--- src/rtl/serial_logic_unit.sv ---
// Bit-serial AND/OR/XOR/NOR unit: captures two operands on start, evaluates one bit
// per clock LSB first, and hands the WIDTH-bit result off through a valid/ack handshake.
//
//  state | meaning
//  IDLE  | ready for a new operation; start captures operands and op code
//  RUN   | one result bit produced per edge; WIDTH edges in total
//  DONE  | result_valid held until result_ack
module serial_logic_unit #(
    parameter int WIDTH = 32,
    parameter int CNT_W = 5
) (
    input  logic             clock,
    input  logic             reset,
    input  logic             start,
    input  logic [1:0]       ctrl_op,
    input  logic [WIDTH-1:0] data_A,
    input  logic [WIDTH-1:0] data_B,
    output logic             ready,
    output logic             busy,
    output logic             result_valid,
    input  logic             result_ack,
    output logic [WIDTH-1:0] result,
    output logic             isZero
);

    typedef enum logic [1:0] {
        IDLE = 2'd0,
        RUN  = 2'd1,
        DONE = 2'd2
    } state_t;

    localparam logic [CNT_W-1:0] LAST = CNT_W'(WIDTH - 1);

    state_t           state;
    logic [WIDTH-1:0] a_reg;
    logic [WIDTH-1:0] b_reg;
    logic [1:0]       op_reg;
    logic [WIDTH-1:0] shift_reg;
    logic [CNT_W-1:0] counter;
    logic             bit_val;
    logic [WIDTH-1:0] shift_next;

    always_comb begin
        bit_val = 1'b0;
        case (op_reg)
            2'b00:   bit_val = a_reg[0] & b_reg[0];
            2'b01:   bit_val = a_reg[0] | b_reg[0];
            2'b10:   bit_val = a_reg[0] ^ b_reg[0];
            default: bit_val = ~(a_reg[0] | b_reg[0]);
        endcase
        shift_next = {bit_val, shift_reg[WIDTH-1:1]};
    end

    always_ff @(posedge clock) begin
        if (reset) begin
            state        <= IDLE;
            ready        <= 1'b1;
            busy         <= 1'b0;
            result_valid <= 1'b0;
            result       <= '0;
            isZero       <= 1'b1;
            counter      <= '0;
            a_reg        <= '0;
            b_reg        <= '0;
            op_reg       <= 2'b00;
            shift_reg    <= '0;
        end else begin
            case (state)
                IDLE: begin
                    if (start) begin
                        a_reg     <= data_A;
                        b_reg     <= data_B;
                        op_reg    <= ctrl_op;
                        counter   <= '0;
                        shift_reg <= '0;
                        ready     <= 1'b0;
                        busy      <= 1'b1;
                        state     <= RUN;
                    end
                end
                RUN: begin
                    a_reg     <= a_reg >> 1;
                    b_reg     <= b_reg >> 1;
                    shift_reg <= shift_next;
                    counter   <= counter + 1'b1;
                    // last bit goes straight into result, not via shift_reg
                    if (counter == LAST) begin
                        result       <= shift_next;
                        isZero       <= (shift_next == '0);
                        busy         <= 1'b0;
                        result_valid <= 1'b1;
                        state        <= DONE;
                    end
                end
                DONE: begin
                    if (result_ack) begin
                        result_valid <= 1'b0;
                        ready        <= 1'b1;
                        state        <= IDLE;
                    end
                end
                default: begin
                    ready        <= 1'b1;
                    busy         <= 1'b0;
                    result_valid <= 1'b0;
                    state        <= IDLE;
                end
            endcase
        end
    end

endmodule

--- config.mk ---
export PLATFORM = sky130hd
export DESIGN_NAME = serial_logic_unit
export DESIGN_NICKNAME = d
export VERILOG_FILES = /design/src/rtl/serial_logic_unit.sv
export SDC_FILE = /design/constraint.sdc
export NUM_CORES = 1
export LEC_CHECK = 0
export ABC_AREA = 0
export CAP_MARGIN = 20
export CORE_ASPECT_RATIO = 0.75
export CORE_UTILIZATION = 48
export CTS_BUF_LIST = sky130_fd_sc_hd__clkbuf_8
export CTS_CLUSTER_DIAMETER = 50
export DETAILED_ROUTE_END_ITERATION = 12
export PLACE_DENSITY = 0.78
export SLEW_MARGIN = 30
export SYNTH_ARGS = -nofsm -noshare
export SYNTH_HDL_FRONTEND = slang
export SYNTH_SLANG_ARGS = --single-unit
--- constraint.sdc ---
create_clock -name clock -period 1.5 [get_ports clock]
set_input_delay 0.3 -clock clock [delete_from_list [all_inputs] [get_ports clock]]
set_output_delay 0.3 -clock clock [all_outputs]
set_load 0.02 [all_outputs]
* Word-level counts from Yosys, hierarchy flattened
Index checks and enable logic that the tools add are counted.
** Storage, ports and cells
- Output and inout bits :: 36
- Input port bits :: 70
- Flip-flop bits (word level) :: 141
** Cells by class
- Bitwise operators :: 7
- Add/sub/neg operators :: 1
- Reduce and logical (&&, ||, !) cells :: 11
- Multiplexer cells :: 22
- Equality and inequality tests :: 8
** Operators with widths (number)
- 32-bit case mux with 2 select lines :: 3
- 32-bit two-way mux :: 3
- 32-bit zero test :: 1
- 1-bit case mux with 3 select lines :: 4
- 3-bit AND reduction :: 4
- 5-bit case mux with 2 select lines :: 1
- 1-bit two-way mux :: 6
- 2-bit two-way mux :: 3
- 2-bit inequality test, second input constant :: 3
- 2-bit case mux with 3 select lines :: 1
- 2-bit AND reduction :: 3
- 5-bit by 1-bit adder with 5-bit output, second input constant :: 1
- 5-bit equality test, second input constant :: 1
- 5-bit two-way mux :: 1
- 2-bit by 1-bit equality test with 1-bit output, second input constant :: 2
- 2-bit equality test, second input constant :: 2
- 2-bit zero test :: 2
- 1-bit inverter :: 4
- 2-bit nonzero test :: 1
- 1-bit bitwise AND :: 1
- 1-bit bitwise OR :: 1
- 1-bit XOR :: 1

* Longest topological paths before layout
Gate-level depths: netlist of run 1.
- Depth after elaboration :: 4
- Depth in mapped cells :: 8

* Least setup slack after synthesis of run 1
No wires, ideal clock.
- Path type :: register to register
- Start point :: reg counter[0]
- End point :: reg result[0]
- Cell stages (with the launch flop) :: 9
- Clock period less this slack :: 1568 ps
- Setup time :: 132 ps
- Path slack :: -68 ps
- Arrival :: 1436 ps
- Data required time :: 1368 ps
- Cells stage by stage :: dfxtp_1 ha_1 and3_1 ha_1 and2_1 buf_2 buf_2 nand2_1 a21oi_1
** Between the ends
- Cells in the longest elaborated chain, start to end :: 2
** RTL lines
- from (decl) :: RTL line 39 : logic [CNT_W-1:0] counter;
- from (signal assigned) :: RTL line 85 : counter <= counter + 1'b1;
- 5-bit equality test :: RTL line 87 : if (counter == LAST) begin
- 2-bit AND reduction (no line)
- to (signal assigned) :: RTL line 88 : result <= shift_next;
- to (decl) :: RTL line 22 : output logic [WIDTH-1:0] result,
No other way between the ends.
A chain may end at the register's enable or synchronous reset.

* Worst setup path after layout of run 1
- Start point :: reg b_reg[0]
- End point :: reg isZero
** Between the ends
- Cells in the longest elaborated chain, start to end :: 4
- Elaborated cells on any way between the ends :: 6
- Classes of those cells :: 1 x mux; 4 x bitwise; 1 x reduce/logical
** RTL lines
- from (decl) :: RTL line 36 : logic [WIDTH-1:0] b_reg;
- from (signal assigned) :: RTL line 72 : b_reg <= data_B;
- from (signal assigned) :: RTL line 83 : b_reg <= b_reg >> 1;
- 1-bit bitwise OR :: RTL line 47, 49
- 1-bit inverter :: RTL line 49 : default: bit_val = ~(a_reg[0] | b_reg[0]);
- 1-bit case mux with 3 select lines (*) :: RTL line 45 : case (op_reg)
- 32-bit zero test (*) :: RTL line 89 : isZero <= (shift_next == '0);
- to (signal assigned) :: RTL line 89
- to (decl) :: RTL line 23 : output logic isZero
Every way passes the cells marked *; elsewhere a longest branch is shown, timed or not.

==> results of run 1 <==
final cells by class:
class                           instances  share of cell area
Tap cell                              140              0.0234
Inverter                                5             0.00251
Sequential cell                       140               0.375
Clock inverter                         10              0.0134
Timing Repair Buffer                  154               0.210
Multi-Input combinational cell        456               0.339
Clock buffer                           20              0.0368
cell families (layout without fill, tap and decap cells):
kind of cell	Yosys count	count (layout)	share of synthesized area
compound gates	190	190	0.201
fa+ha+maj	4	4	0.00904
buf+inv	62	189	0.0639
flops	140	140	0.506
mux	1	1	0.00203
simple gates	261	261	0.218
how the worst max path moves through the flow:
stage,to,depth (start not counted),start
5_1_grt,isZero,6,b_reg[0]
3_5_place_dp,a_reg[23],6,start
6_report,isZero,6,b_reg[0]
3_3_place_gp,shift_reg[27],5,start
4_1_cts,a_reg[0],5,state[0]
2_1_floorplan,result[0],8,counter[0]
stage by stage:
step	TNS (ns)	setup slack [ns]	hold WS (ns)	power, mW
3_3_place_gp	-31.79	-0.369	0.442	4.80
4_1_cts	-0.0538	-0.0142	0.108	7.72
5_1_grt	-0.112	-0.0321	0.112	8.08
6_report	0	0.00928	0.139	7.75
3_5_place_dp	-38.20	-0.445	0.446	4.84
2_1_floorplan	-0.0302	-0.00112	0.436	4.50
power by group through the flow:
stage	logic [mW]	registers (mW)	clock network, mW
global route	0.984	3.95	3.14
detailed placement	0.827	4.01	0
floorplan	0.500	4.00	0
CTS	0.833	3.93	2.95
finish	0.913	3.94	2.90
global placement	0.792	4.00	0
critical path: stages (launching register included):
cell and delay, ns:
dfxtp_2 0.35, inv_2 0.06, ha_4 0.26, nor2_1 0.05
o21ai_2 0.28, a2111oi_4 0.12, a211o_1 0.28
synthesized netlist by cell type (2+ instances only):
master    instances  area, µm²
buf_6            10        113
o32a_1            2       20.0
nor2_1           28        105
a22oi_1          54        405
nand2b_1          2       12.5
clkbuf_1         22       82.6
ha_1              4       50.1
inv_1             5       18.8
nand4_1           3       18.8
nor2b_1           2       12.5
nand2_1         157        589
nor4_2            8        100
nor4_1            7       43.8
a211o_1           2       17.5
buf_2            19       95.1
nor2_2            8       50.1
a21oi_1         127        636
dfxtp_1         140       2800
nand3_1          37        185
buf_4             6       45.0
what timing repair did:
item                       CTS  global route
setup endpoints to repair   54           128
gates cloned                 0             4
gates resized for setup     46            39
setup buffers                1             9
pin swaps                    1            11
layer usage:
layer	wire, µm	vias up	GRT usage
met3	853	16	0.0651
met5	0	-	0
met4	121	0	0.0693
li1	-	2511	-
met2	6960	181	0.387
met1	6430	2449	0.283
cells in the final DEF, fill, tap and decap left out, drive strengths merged, types with 3 or more instances in the layout:
cell type	instances
nand2	158
dfxtp	140
a21oi	127
clkdlybuf4s50	67
a22oi	54
buf	47
nand3	37
dlygate4sd2	36
nor2	36
clkbuf	23
nor4	15
inv	7
clkinv	5
ha	4
nand4	3
nor2b	3
==> flow_summary_export.csv, run 1 <==
group,metric,value,unit
outcome,status,"finished clean",
layout,multi_input_area,2540,µm²
logic_synthesis,ys.flop_type,"dfxtp_1",
global_routing,first_global_vias,4711,
layout,regArea,2810,µm²
pwr,intPower,5.86,mW
critical_path,crit_type,"flip-flop to flip-flop",
clocking,worstSkewPairLatency,0.42,ns
die,coreArea,11100,µm²
logic_synthesis,synth-async-reset-ratio,0,
logic_synthesis,ys_ff_latch,140,
critical_path,ff2ff_setup_slack,0.009,ns
placement,hpwl,8.80,mm
sta,fin_skew,0.00998,ns
clocking,path_clk_slew,0.08,ns
global_routing,grt_pass1_wl,21.8,mm
route,drt_pass1_iterations,5,
critical_path,r2r_end,"isZero",
hold_path,whs_path_depth,2,
clocking,hold_buffers,0,
pwr,clkPwrFrac,0.374,
die,io_pins,106,
sta,hold_violations,0,
logic_synthesis,syn_nets,732,
die,start_util,0.501,
global_routing,grt_max_degree,62,
placement,gp_congestion,0.813,
critical_path,crit_path_start_kind,"flip-flop",
hold_path,whs_endpoint,"result_valid",
pwr,leakagePower,2.79,nW
layout,final_area,7490,µm²
route,vias,5157,
placement,io_buffers,105,
logic_synthesis,ys_seq_area_frac,0.506,
critical_path,critPathArrivalTime,1.80,ns
logic_synthesis,ys_warn_count,0,
sta,fin_crit_sh,0.994,
clocking,clock-sinks,140,
critical_path,cp_data_required_time,1.81,ns
logic_synthesis,synthCells,658,
layout,nNetsFinal,848,
global_routing,antenna_found_initial,0,
sta,min_period,1.49,ns
logic_synthesis,synth_cell_type_count,35,
global_routing,overflow,0,
route,drt_iter0_markers,443,
pwr,switching_share,0.244,
critical_path,ff2ff_path_depth,6,
sta,slew_viol_final,0,
placement,dp.cells,882,
route,routed_wl,14.4,mm
hold_path,holdCritPathClass,"input port to flip-flop",
layout,fillCellCount,858,
clocking,cts_buffer_depth,2,
critical_path,crit_path_max_fanout,3,
die,die_w,126,µm
clocking,cts_tree,"done",
clocking,cts_root_buf,"clkbuf_8",
sta,worst_pin_slew,0.330,ns
critical_path,endpoint_kind,"flip-flop",
pwr,combPwrFrac,0.118,
die,rows,33,
pwr,cellPowerDensity,1040,nW/µm²
sta,slew_headroom,0.780,
sta,setup_viol,0,
critical_path,reg2reg_from,"b_reg[0]",
layout,final_cells,925,
sta,fmax,0.671,GHz
hold_path,hp-start,"reset",
logic_synthesis,syn-cell-area,5540,µm²
die,die_area,12000,µm²
clocking,cts_buffers,17,
layout,area_growth,35.2,%
job,cap_violations,0,
logic_synthesis,synth_edf_count,0,
pwr,power_switching,1.89,mW
die,die_y,95.0,µm
route,vias_per_cell,5.58,
layout,fin_util,0.677,
clocking,htreeDepth,4,
route,ant_nets,0,
route,drc,0,
pwr,vdd.ir_drop.worst,0.000597,V
layout,insertedDiodeCount,0,
layout,drive_gt1_frac,0.168,
placement,place_area,6810,µm²
route,wl_per_cell,15.5,µm
pwr,seqPwrFrac,0.508,
logic_synthesis,avgSynthCellArea,8.42,µm²
global_routing,grt_usage,0.228,
sta,rsz0062_at_grt,"true",
(Power assumes the default switching activity.)
==> inputs of run 2 (changes only) <==
Settings changed: CORE_MARGIN set to 2.
==> run 2 against run 1 <==
Against the previous run: critical endpoint is now result[14]; hold slack gained 0.13 ns; largest cell class unchanged; the flow now finishes with violations (negative setup slack); sequential share of layout area shrank 0.31 points; count of clock-buffer cells in the layout shrank 3; core utilization grew 0.35 points.
==> flow_summary_export.csv, run 2 (synthesis results as in run 1) <==
group,metric,value,unit
outcome,status,"finished, violations left",
outcome,violations,"negative setup slack",
clocking,htreeDepth,4,
sta,fin_ws,-0.00852,ns
sta,hold_violations,0,
route,drt_iter0_markers,585,
global_routing,antenna_found_initial,0,
layout,mostFrequentLayoutCell,"nand2_1",
pwr,leakagePower,2.83,nW
critical_path,crit_slowest_cell,"dfxtp_2",
sta,rsz0062_at_grt,"true",
clocking,cts_root_buf,"clkbuf_8",
clocking,cts_buffer_depth,2,
job,cap_violations,0,
critical_path,worstPathCellList,"ha_4, and3_4, ha_4, and2_4, buf_12, nand2_1, a21oi_2",
clocking,worstSkewPairLatency,0.44,ns
sta,fin_crit_sh,1.01,
critical_path,crit_path_max_incr_delay,0.35,ns
die,rows,33,
sta,min_period,1.51,ns
layout,insertedDiodeCount,0,
critical_path,crit_path_max_fanout,8,
global_routing,first_global_vias,4756,
critical_path,endpoint_kind,"flip-flop",
sta,worst_pin_slew,0.344,ns
sta,setup_viol,2,
layout,fin_util,0.680,
critical_path,crit_type,"flip-flop to flip-flop",
layout,nNetsFinal,847,
placement,hpwl,8.94,mm
route,drt_pass1_iterations,5,
pwr,cellPowerDensity,1050,nW/µm²
layout,drive_gt1_frac,0.190,
global_routing,overflow,0,
placement,gp_congestion,0.770,
pwr,vdd.ir_drop.worst,0.000582,V
global_routing,grt_max_degree,58,
route,vias,5203,
die,start_util,0.499,
global_routing,grt_pass1_wl,22.3,mm
hold_path,holdCritPathClass,"input port to flip-flop",
clocking,path_clk_slew,0.08,ns
layout,area_growth,36.4,%
pwr,total_power,7.94,mW
clocking,hold_buffers,0,
sta,fin_skew,0.0123,ns
route,vias_per_cell,5.62,
clocking,clock-sinks,140,
clocking,cts_tree,"done",
sta,fmax,0.663,GHz
layout,final_cell_mix,"nand2_1, dfxtp_1, a21oi_1, clkdlybuf4s50_1, a22oi_1",
die,io_pins,106,
route,wl_per_cell,15.4,µm
critical_path,critPathArrivalTime,1.88,ns
placement,io_buffers,105,
global_routing,grt_usage,0.221,
die,die_w,128,µm
route,drc,0,
sta,slew_viol_final,0,
critical_path,crit_path_start_kind,"flip-flop",
critical_path,crit_path_frequent_cell,"ha_4",
critical_path,cp_data_required_time,1.87,ns
layout,fillCellCount,856,
clocking,cts_buffers,17,
die,die_area,12400,µm²
route,ant_nets,0,
die,coreArea,11100,µm²
die,die_y,97.0,µm
route,routed_wl,14.2,mm
sta,slew_headroom,0.770,
-- run 2: cell count changes in the layout (fill, tap and decap cells not counted), sizes merged --
cell           delta
bufinv            +1
clkbuf            -4
clkdlybuf4s15     +2
clkdlybuf4s50     +1
clkinv            -1
clkinvlp          +2
dlygate4sd2       -3
inv               +3
-- run 2: metrics by stage --
stage | cell area (µm²) | hold WS, ns | std cells | worst slack (ns) | TNS [ns]
3_5_place_dp | 6830 | 0.447 | 885 | -0.446 | -35.14
2_1_floorplan | 5550 | 0.436 | 658 | -0.00112 | -0.0302
4_1_cts | 7290 | 0.237 | 922 | -0.00602 | -0.00602
6_report | 7550 | 0.267 | 926 | -0.00852 | -0.0128
3_3_place_gp | 6830 | 0.442 | 885 | -0.405 | -32.16
5_1_grt | 7550 | 0.255 | 926 | -0.0828 | -0.630
-- run 2: worst paths after layout --
| check | startpoint | end | slack [ns] | depth (start not counted) |
|---|---|---|---|---|
| worst max-delay path | counter[0] | result[14] | -0.009 | 7 |
| worst min-delay path | reset | shift_reg[30] | 0.27 | 2 |
| worst max register to register | counter[0] | result[14] | -0.009 | 7 |
| worst min register to register | result[19] | result[19] | 0.45 | 2 |
-- run 2: worst max-delay path, delay by kind of cell (launching register included) --
family	cells	cell delay, ns
buf+inv	1	0.15
compound gates	1	0.16
flops	1	0.35
fa+ha+maj	2	0.28
simple gates	3	0.50
-- run 2: routing by layer --
metal  wire length (µm)  vias up  global-route usage
li1                   -     2515                   -
met1               6320     2469               0.284
met2               6720      192               0.354
met3                938       27              0.0575
met4                253        0              0.0896
met5                  0        -                   0
-- run 2: where the power goes --
group / switching, mW / internal, mW / total (mW)
logic: 0.462 / 0.430 / 0.891
clock network: 1.47 / 1.64 / 3.12
registers: 0.0819 / 3.85 / 3.93
-- run 2: final cells by class --
| class | instances | area, µm² | area share |
|---|---|---|---|
| clock buffer | 17 | 234 | 0.0310 |
| clock inverter | 15 | 174 | 0.0230 |
| inverter | 5 | 18.8 | 0.00248 |
| multi-input combinational | 456 | 2590 | 0.343 |
| sequential | 140 | 2810 | 0.372 |
| tap | 140 | 175 | 0.0232 |
| timing repair buffer | 153 | 1550 | 0.206 |
-- run 2: what timing repair did --
action | CTS | global route
resized for setup | 46 | 55
setup endpoints to repair | 108 | 96
gates cloned | 2 | 2
setup buffers | 3 | 2
pin swaps | 2 | 15
==> inputs of run 3 (changes only) <==
Settings changed: CAP_MARGIN 20 to 0.
==> results of run 3 <==
Same layout as run 2: the final DEF is identical, and so are final timing and power.
